$ cat config.mk
export PLATFORM = sky130hd
export DESIGN_NAME = serial_subtractor
export DESIGN_NICKNAME = d
export VERILOG_FILES = /design/src/rtl/serial_sub_pkg.sv /design/src/rtl/serial_subtractor_fs.sv /design/src/rtl/serial_subtractor.sv
export SDC_FILE = /design/constraint.sdc
export NUM_CORES = 1
export LEC_CHECK = 0
export ABC_AREA = 1
export CAP_MARGIN = 20
export CORE_MARGIN = 2
export CORE_UTILIZATION = 53
export DETAILED_ROUTE_END_ITERATION = 12
export PLACE_DENSITY = 0.79
export SLEW_MARGIN = 30
export SYNTH_ARGS = -nofsm -noshare
export SYNTH_HDL_FRONTEND = slang
export SYNTH_SLANG_ARGS = --single-unit
export TNS_END_PERCENT = 10
$ cat constraint.sdc
create_clock -name clk -period 3.3 [get_ports clk]
set_clock_uncertainty 0.2 [all_clocks]
set_input_delay 0.495 -clock clk [delete_from_list [all_inputs] [get_ports clk]]
set_output_delay 0.495 -clock clk [all_outputs]
set_load 0.02 [all_outputs]
$ cat src/rtl/serial_sub_pkg.sv
// Shared definitions for the bit-serial subtractor: FSM states, WIDTH bounds
// and the bit-counter width helper.
package serial_sub_pkg;

    localparam int unsigned WIDTH_MIN = 2;
    localparam int unsigned WIDTH_MAX = 32;

    typedef enum logic [1:0] {
        ST_IDLE  = 2'd0,
        ST_SHIFT = 2'd1,
        ST_DONE  = 2'd2
    } state_t;

    // Counter only has to index bits 0..WIDTH-1.
    function automatic int unsigned cnt_width(input int unsigned w);
        return (w < 2) ? 1 : $clog2(w);
    endfunction

endpackage

$ cat src/rtl/serial_subtractor_fs.sv
// Single-bit full subtractor: diff = a ^ b ^ b_in, borrow when a < b + b_in.
module full_subtractor (
    input  logic a,
    input  logic b,
    input  logic b_in,
    output logic diff,
    output logic b_out
);

    logic w_axb;

    assign w_axb = a ^ b;
    assign diff  = w_axb ^ b_in;
    assign b_out = (~a & b) | (~w_axb & b_in);

endmodule

$ cat src/rtl/serial_subtractor.sv
// Bit-serial WIDTH-bit subtractor (a - b - borrow_in), LSB first, one bit/clock.
// Optional signed-overflow output enabled by defining SERIAL_SUB_OVERFLOW_EN.
module serial_subtractor
    import serial_sub_pkg::*;
#(
    parameter int unsigned WIDTH = 8
) (
    input  logic             clk,
    input  logic             rst,
    input  logic             start,
    input  logic [WIDTH-1:0] a,
    input  logic [WIDTH-1:0] b,
    input  logic             borrow_in,
    output logic             busy,
    output logic             done,
    output logic [WIDTH-1:0] diff,
    output logic             borrow_out
`ifdef SERIAL_SUB_OVERFLOW_EN
    ,
    output logic             overflow
`endif
);

    localparam int unsigned     CNT_W    = cnt_width(WIDTH);
    localparam logic [CNT_W-1:0] LAST_BIT = CNT_W'(WIDTH - 1);

    if (WIDTH < WIDTH_MIN || WIDTH > WIDTH_MAX) begin : g_bad_width
        $error("serial_subtractor: WIDTH must be within 2..32");
    end

    state_t           r_state;
    logic [WIDTH-1:0] r_a;
    logic [WIDTH-1:0] r_b;
    logic [WIDTH-1:0] r_diff;
    logic [CNT_W-1:0] r_cnt;
    logic             r_borrow;
    logic             r_borrow_out;
    logic             r_done;
    logic             r_busy;

    logic             w_accept;
    logic             w_last;
    logic             w_diff_bit;
    logic             w_borrow_next;

    assign w_accept = (r_state == ST_IDLE) && start;
    assign w_last   = (r_state == ST_SHIFT) && (r_cnt == LAST_BIT);

    full_subtractor u_fs (
        .a    (r_a[0]),
        .b    (r_b[0]),
        .b_in (r_borrow),
        .diff (w_diff_bit),
        .b_out(w_borrow_next)
    );

    always_ff @(posedge clk or posedge rst) begin
        if (rst) begin
            r_state <= ST_IDLE;
            r_busy  <= 1'b0;
            r_done  <= 1'b0;
        end else begin
            case (r_state)
                ST_IDLE: begin
                    r_done <= 1'b0;
                    if (start) begin
                        r_busy  <= 1'b1;
                        r_state <= ST_SHIFT;
                    end
                end
                ST_SHIFT: begin
                    if (r_cnt == LAST_BIT) begin
                        r_done  <= 1'b1;
                        r_state <= ST_DONE;
                    end
                end
                ST_DONE: begin
                    r_done  <= 1'b0;
                    r_busy  <= 1'b0;
                    r_state <= ST_IDLE;
                end
                default: begin
                    r_done  <= 1'b0;
                    r_busy  <= 1'b0;
                    r_state <= ST_IDLE;
                end
            endcase
        end
    end

    // Result bits enter at the MSB so that after WIDTH shifts bit 0 lands in diff[0].
    always_ff @(posedge clk or posedge rst) begin
        if (rst) begin
            r_a          <= '0;
            r_b          <= '0;
            r_diff       <= '0;
            r_cnt        <= '0;
            r_borrow     <= 1'b0;
            r_borrow_out <= 1'b0;
        end else if (w_accept) begin
            r_a          <= a;
            r_b          <= b;
            r_borrow     <= borrow_in;
            r_cnt        <= '0;
            r_diff       <= '0;
            r_borrow_out <= 1'b0;
        end else if (r_state == ST_SHIFT) begin
            r_diff   <= {w_diff_bit, r_diff[WIDTH-1:1]};
            r_a      <= r_a >> 1;
            r_b      <= r_b >> 1;
            r_borrow <= w_borrow_next;
            r_cnt    <= r_cnt + 1'b1;
            if (w_last) begin
                r_borrow_out <= w_borrow_next;
            end
        end
    end

`ifdef SERIAL_SUB_OVERFLOW_EN
    logic r_a_msb;
    logic r_b_msb;
    logic r_overflow;

    // Operand MSBs are kept because the shift registers have lost them by DONE.
    always_ff @(posedge clk or posedge rst) begin
        if (rst) begin
            r_a_msb    <= 1'b0;
            r_b_msb    <= 1'b0;
            r_overflow <= 1'b0;
        end else if (w_accept) begin
            r_a_msb    <= a[WIDTH-1];
            r_b_msb    <= b[WIDTH-1];
            r_overflow <= 1'b0;
        end else if (w_last) begin
            r_overflow <= (r_a_msb != r_b_msb) && (w_diff_bit != r_a_msb);
        end
    end

    assign overflow = r_overflow;
`endif

    assign busy       = r_busy;
    assign done       = r_done;
    assign diff       = r_diff;
    assign borrow_out = r_borrow_out;

endmodule

=== Yosys cells after proc, flatten, opt, wreduce, memory -nomap -nowiden ===
Cells that the tools add are included.
Widths: inputs -> output; s select.

* Flip-flop bits (word level): 33
* Input bits: 20
* Output and inout bits: 11

* Add/sub/neg operators: 1
* Equal/unequal tests: 4
* Mux-type cells: 20
* Bitwise operators: 8
* Reduce and logical (&&, ||, !) cells: 8

{| class="wikitable"
|+ Operators with widths
! cell !! count
|-
| $mux 8 || 6
|-
| $mux 1 || 8
|-
| $mux 3 || 2
|-
| $reduce_and 2->1 || 3
|-
| $mux 2 || 2
|-
| $ne 2x2->1 const B || 2
|-
| $pmux 2 s2 || 1
|-
| $reduce_bool 2->1 || 2
|-
| $add 3x1->3 const B || 1
|-
| $eq 3x3->1 const B || 1
|-
| $not 1->1 || 3
|-
| $and 1x1->1 || 2
|-
| $eq 2x1->1 const B || 1
|-
| $logic_and 1x1->1 || 2
|-
| $logic_not 2->1 || 1
|-
| $pmux 1 s2 || 1
|-
| $xor 1x1->1 || 2
|-
| $or 1x1->1 || 1
|}

=== Depth between registers and ports, before layout ===
* Depth in word-level cells: 7
* Gate-level depth with buffers: 6
* Gate-level depth less buffers: 6

=== Hierarchy ===
From an unflattened synthesis, not the netlist that was laid out.

* Cells, all modules: 166
* Area total of the unflattened synthesis: 1475.2 um^2

{| class="wikitable"
|+ By module, submodules not included
! module !! times used !! cells an instance !! area each (um^2)
|-
| serial_subtractor || 1 || 162 || 1443.9
|-
| full_subtractor || 1 || 4 || 31.3
|}

=== Least setup slack after synthesis ===
No wires, ideal clock.

* Kind: in2reg
* Start point: in start
* End point: reg r_a[3]
* Setup time: 0.069 ns
* Arrival: 1.123 ns
* Required time: 3.031 ns
* Path slack: 1.909 ns
* Cell stages on the path: 4
* Path through: buf_2 > buf_1 > nand3_1 > nand3_1

* Longest elaborated chain between the ends: 2

{| class="wikitable"
|+ RTL lines
! element !! line !! source
|-
| start: declaration || serial_subtractor.sv:10 || <nowiki>input logic start,</nowiki>
|-
| $logic_and 1x1->1 * || serial_subtractor.sv:46 || <nowiki>assign w_accept = (r_state == ST_IDLE) && start;</nowiki>
|-
| $mux 8 / $reduce_bool 2->1 (equally long branches) || - ||
|-
| end signal: assignment || serial_subtractor.sv:109 || <nowiki>r_a <= r_a >> 1;</nowiki>
|-
| end: declaration || serial_subtractor.sv:32 || <nowiki>logic [WIDTH-1:0] r_a;</nowiki>
|}

Every way passes the cells marked *; elsewhere a longest branch is shown, timed or not.
A chain may end at the register's enable or synchronous reset.

=== Final worst setup path ===
* Start point: reg r_diff[7] (netlist: diff[7])
* End point: out diff[7]

{| class="wikitable"
|+ RTL lines
! element !! line !! source
|-
| start: declaration || serial_subtractor.sv:34 || <nowiki>logic [WIDTH-1:0] r_diff;</nowiki>
|-
| start signal: assignment || serial_subtractor.sv:108 || <nowiki>r_diff <= {w_diff_bit, r_diff[WIDTH-1:1]};</nowiki>
|-
| end: declaration || serial_subtractor.sv:16 || <nowiki>output logic [WIDTH-1:0] diff,</nowiki>
|}

No word-level cell between the ends.

==> results summary <==
For this run, the leading register cell type out of synthesis is sky130_fd_sc_hd__dfrtp_1. The initial cell density of the core is 54.6%. The total overflow left after global routing is 0. The via total after detailed routing is 1220.

The number of gates given a new drive strength after cts is 0. On the critical path, the stage with the largest delay is an instance of sky130_fd_sc_hd__clkdlybuf4s50_1. Dividing the synthesized area by the synthesized cell count gives 8.84 sq um. The largest incremental delay on the critical path came out at 0.61 ns. Timing would allow up to 492 MHz.

Data on the critical path is required at its endpoint by 2.60 ns. The die boundary height came out at 56.6 microns. The shortest clock period the worst path allows after layout is 2.03 ns.

The hold violation count in the final report was 0. The slew of the pin with the lowest slew margin is 0.653 ns. The reported net switching power came out at 0.637 mW. STA classifies the critical path endpoint as a primary output.

The worst path uses 61.6% of the clock period. The critical path data arrival time is 1.34 ns. The buffer count from post-CTS setup fixing came out at 0. The violation count after the first detailed-route iteration is 51. Synthesis produced a netlist with a net count of 189. After detailed routing, the average wire length per cell comes to 13.6 microns.

The final max-slew violation count came out at 0. During I/O placement, the number of pins put on the boundary was 31. The number of setup violations in the final report is 0. Grouping stages by cell kind, the critical path spends the most delay in buffers and inverters.

Sequential elements use 56.3% of the synthesized area. The flow ran to the end, and the final reports show no timing, DRC or antenna violations. The netlist uses 15 different library cells. For this design the static power due to leakage is 0.903 nW. In this run the standard cell core region covers 0.00269 sq mm. The number of detailed-route iterations in the first pass came out at 4.

Buffers inserted to repair hold after CTS numbered 0. CTS placed an instance of sky130_fd_sc_hd__clkbuf_4 at the clock tree root. Of the cells placed in the final design, the portion with a size suffix greater than 1 is 7.18%.

Of all nets on the critical path, the largest fanout is 3. The clock sink total came out at 33. The pre-CTS worst setup slack is 0.986 ns. The number of instances in the synthesized netlist came out at 166. The number of port buffers is 30. The internal power contribution is 0.913 mW. The number of enable flip-flop cells after synthesis is 0. The max-capacitance violation count came out at 0. The fill cell total of the finished layout is 230. The overall track demand over capacity in global routing is 20.3%. The number of cells on the worst reg-to-reg path is 5. sky130_fd_sc_hd__dfrtp_1 takes more of the synthesized area than any other cell. The most common cell in the netlist is sky130_fd_sc_hd__nand3_1. The maximum VDD drop came out at 0.000515 V. The critical path class is reg -> out. Of all flip-flops after synthesis, the portion carrying an async set or reset was 100%. Detailed placement finished with a half-perimeter wire length of 2040 microns. After synthesis, the cell types taking the most area are sky130_fd_sc_hd__dfrtp_1, sky130_fd_sc_hd__nand3_1, sky130_fd_sc_hd__nand2_1, sky130_fd_sc_hd__buf_2, sky130_fd_sc_hd__ha_1. The DRC violation count after routing is 0. The via count of the first global-routing pass came out at 1123. The count of state elements after synthesis came out at 33.

The number of nets with antenna violations after routing came out at 0. The average vias per placed instance came out at 5.40. The area of the mapped netlist is 0.00147 sq mm. The combinational power share is 42.5%. Yosys printed 0 warnings. Clock tree synthesis inserted a total of 5 buffers. Counting instances, the worst hold path has a depth of 2. The clock-pin slew on the worst setup and hold paths is 0.10 ns.

The switching part of the total power is 41.1%. Setup repair after global routing left no endpoint under its margin. Entering global routing, the biggest net connects 34 pins. The final antenna diode count is 0. TritonCTS built the clock tree. The area growth from synthesis to layout is 23.8%. The first global-routing pass estimated 4890 microns of wire. The min-delay analysis places its worst path in the category reg -> reg.

The worst path meets setup with 1.27 ns of slack. Ranked by instance count, the synthesized netlist is headed by sky130_fd_sc_hd__nand3_1, sky130_fd_sc_hd__nand2_1, sky130_fd_sc_hd__dfrtp_1. The maximum buffer depth of the clock tree is 2. The number of core rows came out at 19.

The die covers 0.00321 sq mm. The proportion of netlist area held by the largest area contributor is 56.3%. The clock latency on the worst-skew pair came out at 0.33 ns. The register share of total power came out at 43.5%. The element type at the critical path start is a flip-flop.

The global placer's final weighted congestion came out at 0.723. Counting both buffers and inverters, the worst setup path holds a total of 1. The clock share of power came out at 14.0%. For this design the ratio of total power to cell area is 853 mW/mm^2. Headroom to the max-slew limit came out at 56.3%. The critical path goes through clkdlybuf4s50_1. The initial antenna violation count is 0. After routing, the total negative slack on setup checks comes to 0 ns. The H-tree depth is 2. The total number of cells along the worst setup path came out at 1.

The final net count came out at 217. The final wirelength is 3070 microns. The die outline width came out at 56.6 microns.
## area by class of cell
type	instances	area, sq um	share of cell area, %
Sequential cell	33	826	45.5
Multi-Input combinational cell	115	563	31.0
Timing Repair Buffer	31	308	16.9
Clock buffer	6	41.3	2.27
Tap cell	31	38.8	2.13
Inverter	8	30.0	1.65
Clock inverter	2	10.0	0.551
## layer usage
layer | GRT usage (%) | wire length [microns]
met5 | 0 | 0
met4 | 7.48 | 40
met3 | 6.22 | 149
met2 | 34.4 | 1600
met1 | 24.1 | 1280
## cell usage in the layout, fill, tap and decap left out
cell / netlist / layout
sky130_fd_sc_hd__nand2_1: 44 / 44
sky130_fd_sc_hd__ha_1: 2 / 2
sky130_fd_sc_hd__nor2_4: 1 / 1
sky130_fd_sc_hd__nand2_4: 1 / 1
sky130_fd_sc_hd__dfrtp_1: 33 / 33
sky130_fd_sc_hd__nor2_2: 1 / 1
sky130_fd_sc_hd__clkinv_2: 0 / 2
sky130_fd_sc_hd__nand2_2: 1 / 1
sky130_fd_sc_hd__nor2_1: 2 / 2
sky130_fd_sc_hd__inv_1: 6 / 6
sky130_fd_sc_hd__o21ai_0: 2 / 2
sky130_fd_sc_hd__inv_2: 2 / 2
sky130_fd_sc_hd__buf_4: 0 / 1
sky130_fd_sc_hd__clkbuf_1: 0 / 1
sky130_fd_sc_hd__nand3_1: 60 / 60
sky130_fd_sc_hd__clkbuf_4: 0 / 5
sky130_fd_sc_hd__clkdlybuf4s50_1: 0 / 30
sky130_fd_sc_hd__fa_1: 1 / 1
## through the flow
stage / instance area [sq um] / hold WS, ns / total power, mW / cells / utilization (%)
6_report: 1820 / 0.304 / 1.55 / 226 / 67.6
3_5_place_dp: 1770 / 0.277 / 1.35 / 218 / 65.7
3_3_place_gp: 1770 / 0.266 / 1.31 / 218 / 65.7
5_1_grt: 1820 / 0.335 / 1.66 / 226 / 67.6
4_1_cts: 1820 / 0.309 / 1.56 / 226 / 67.6
2_1_floorplan: 1470 / 0.266 / 1.12 / 166 / -
## flip-flops by register name, summed over array words and instances (netlist names)
signal,flops
r_cnt,3
r_b,8
r_state,2
r_borrow,1
r_a,8
borrow_out,1
busy,1
diff,8
done,1
## final timing paths
kind / startpoint / endpoint / slack, ns
worst max-delay path: diff[7]$_DFFE_PP0P_ / diff[7] / 1.27
max in group asynchronous: rst / r_a[6]$_DFFE_PP0P_ / 2.25
worst max register to register: r_state[1]$_DFFE_PP0P_ / r_b[7]$_DFFE_PP0P_ / 1.60
worst min-delay path: r_a[3]$_DFFE_PP0P_ / r_a[2]$_DFFE_PP0P_ / 0.30
worst min register to register: r_a[3]$_DFFE_PP0P_ / r_a[2]$_DFFE_PP0P_ / 0.30
min in group asynchronous: rst / r_b[0]$_DFFE_PP0P_ / 0.34
## power groups by stage
stage | Combinational, mW | Sequential [mW] | Clock, mW
after global placement | 0.634 | 0.671 | 0
after CTS | 0.669 | 0.675 | 0.221
final | 0.659 | 0.674 | 0.217
after global routing | 0.723 | 0.695 | 0.238
after floorplan | 0.382 | 0.733 | 0
after detailed placement | 0.667 | 0.680 | 0
## logic make-up (layout without fill, tap and decap cells)
kind of cell	after synthesis	count (layout)	synth area share (%)
adders and majority gates	3	3	3.07
and+or+nand+nor	110	110	34.6
DFF	33	33	56.3
buffers and inverters	18	47	5.37
AOI/OAI and AO/OA	2	2	0.682
(Power assumes the default switching activity.)
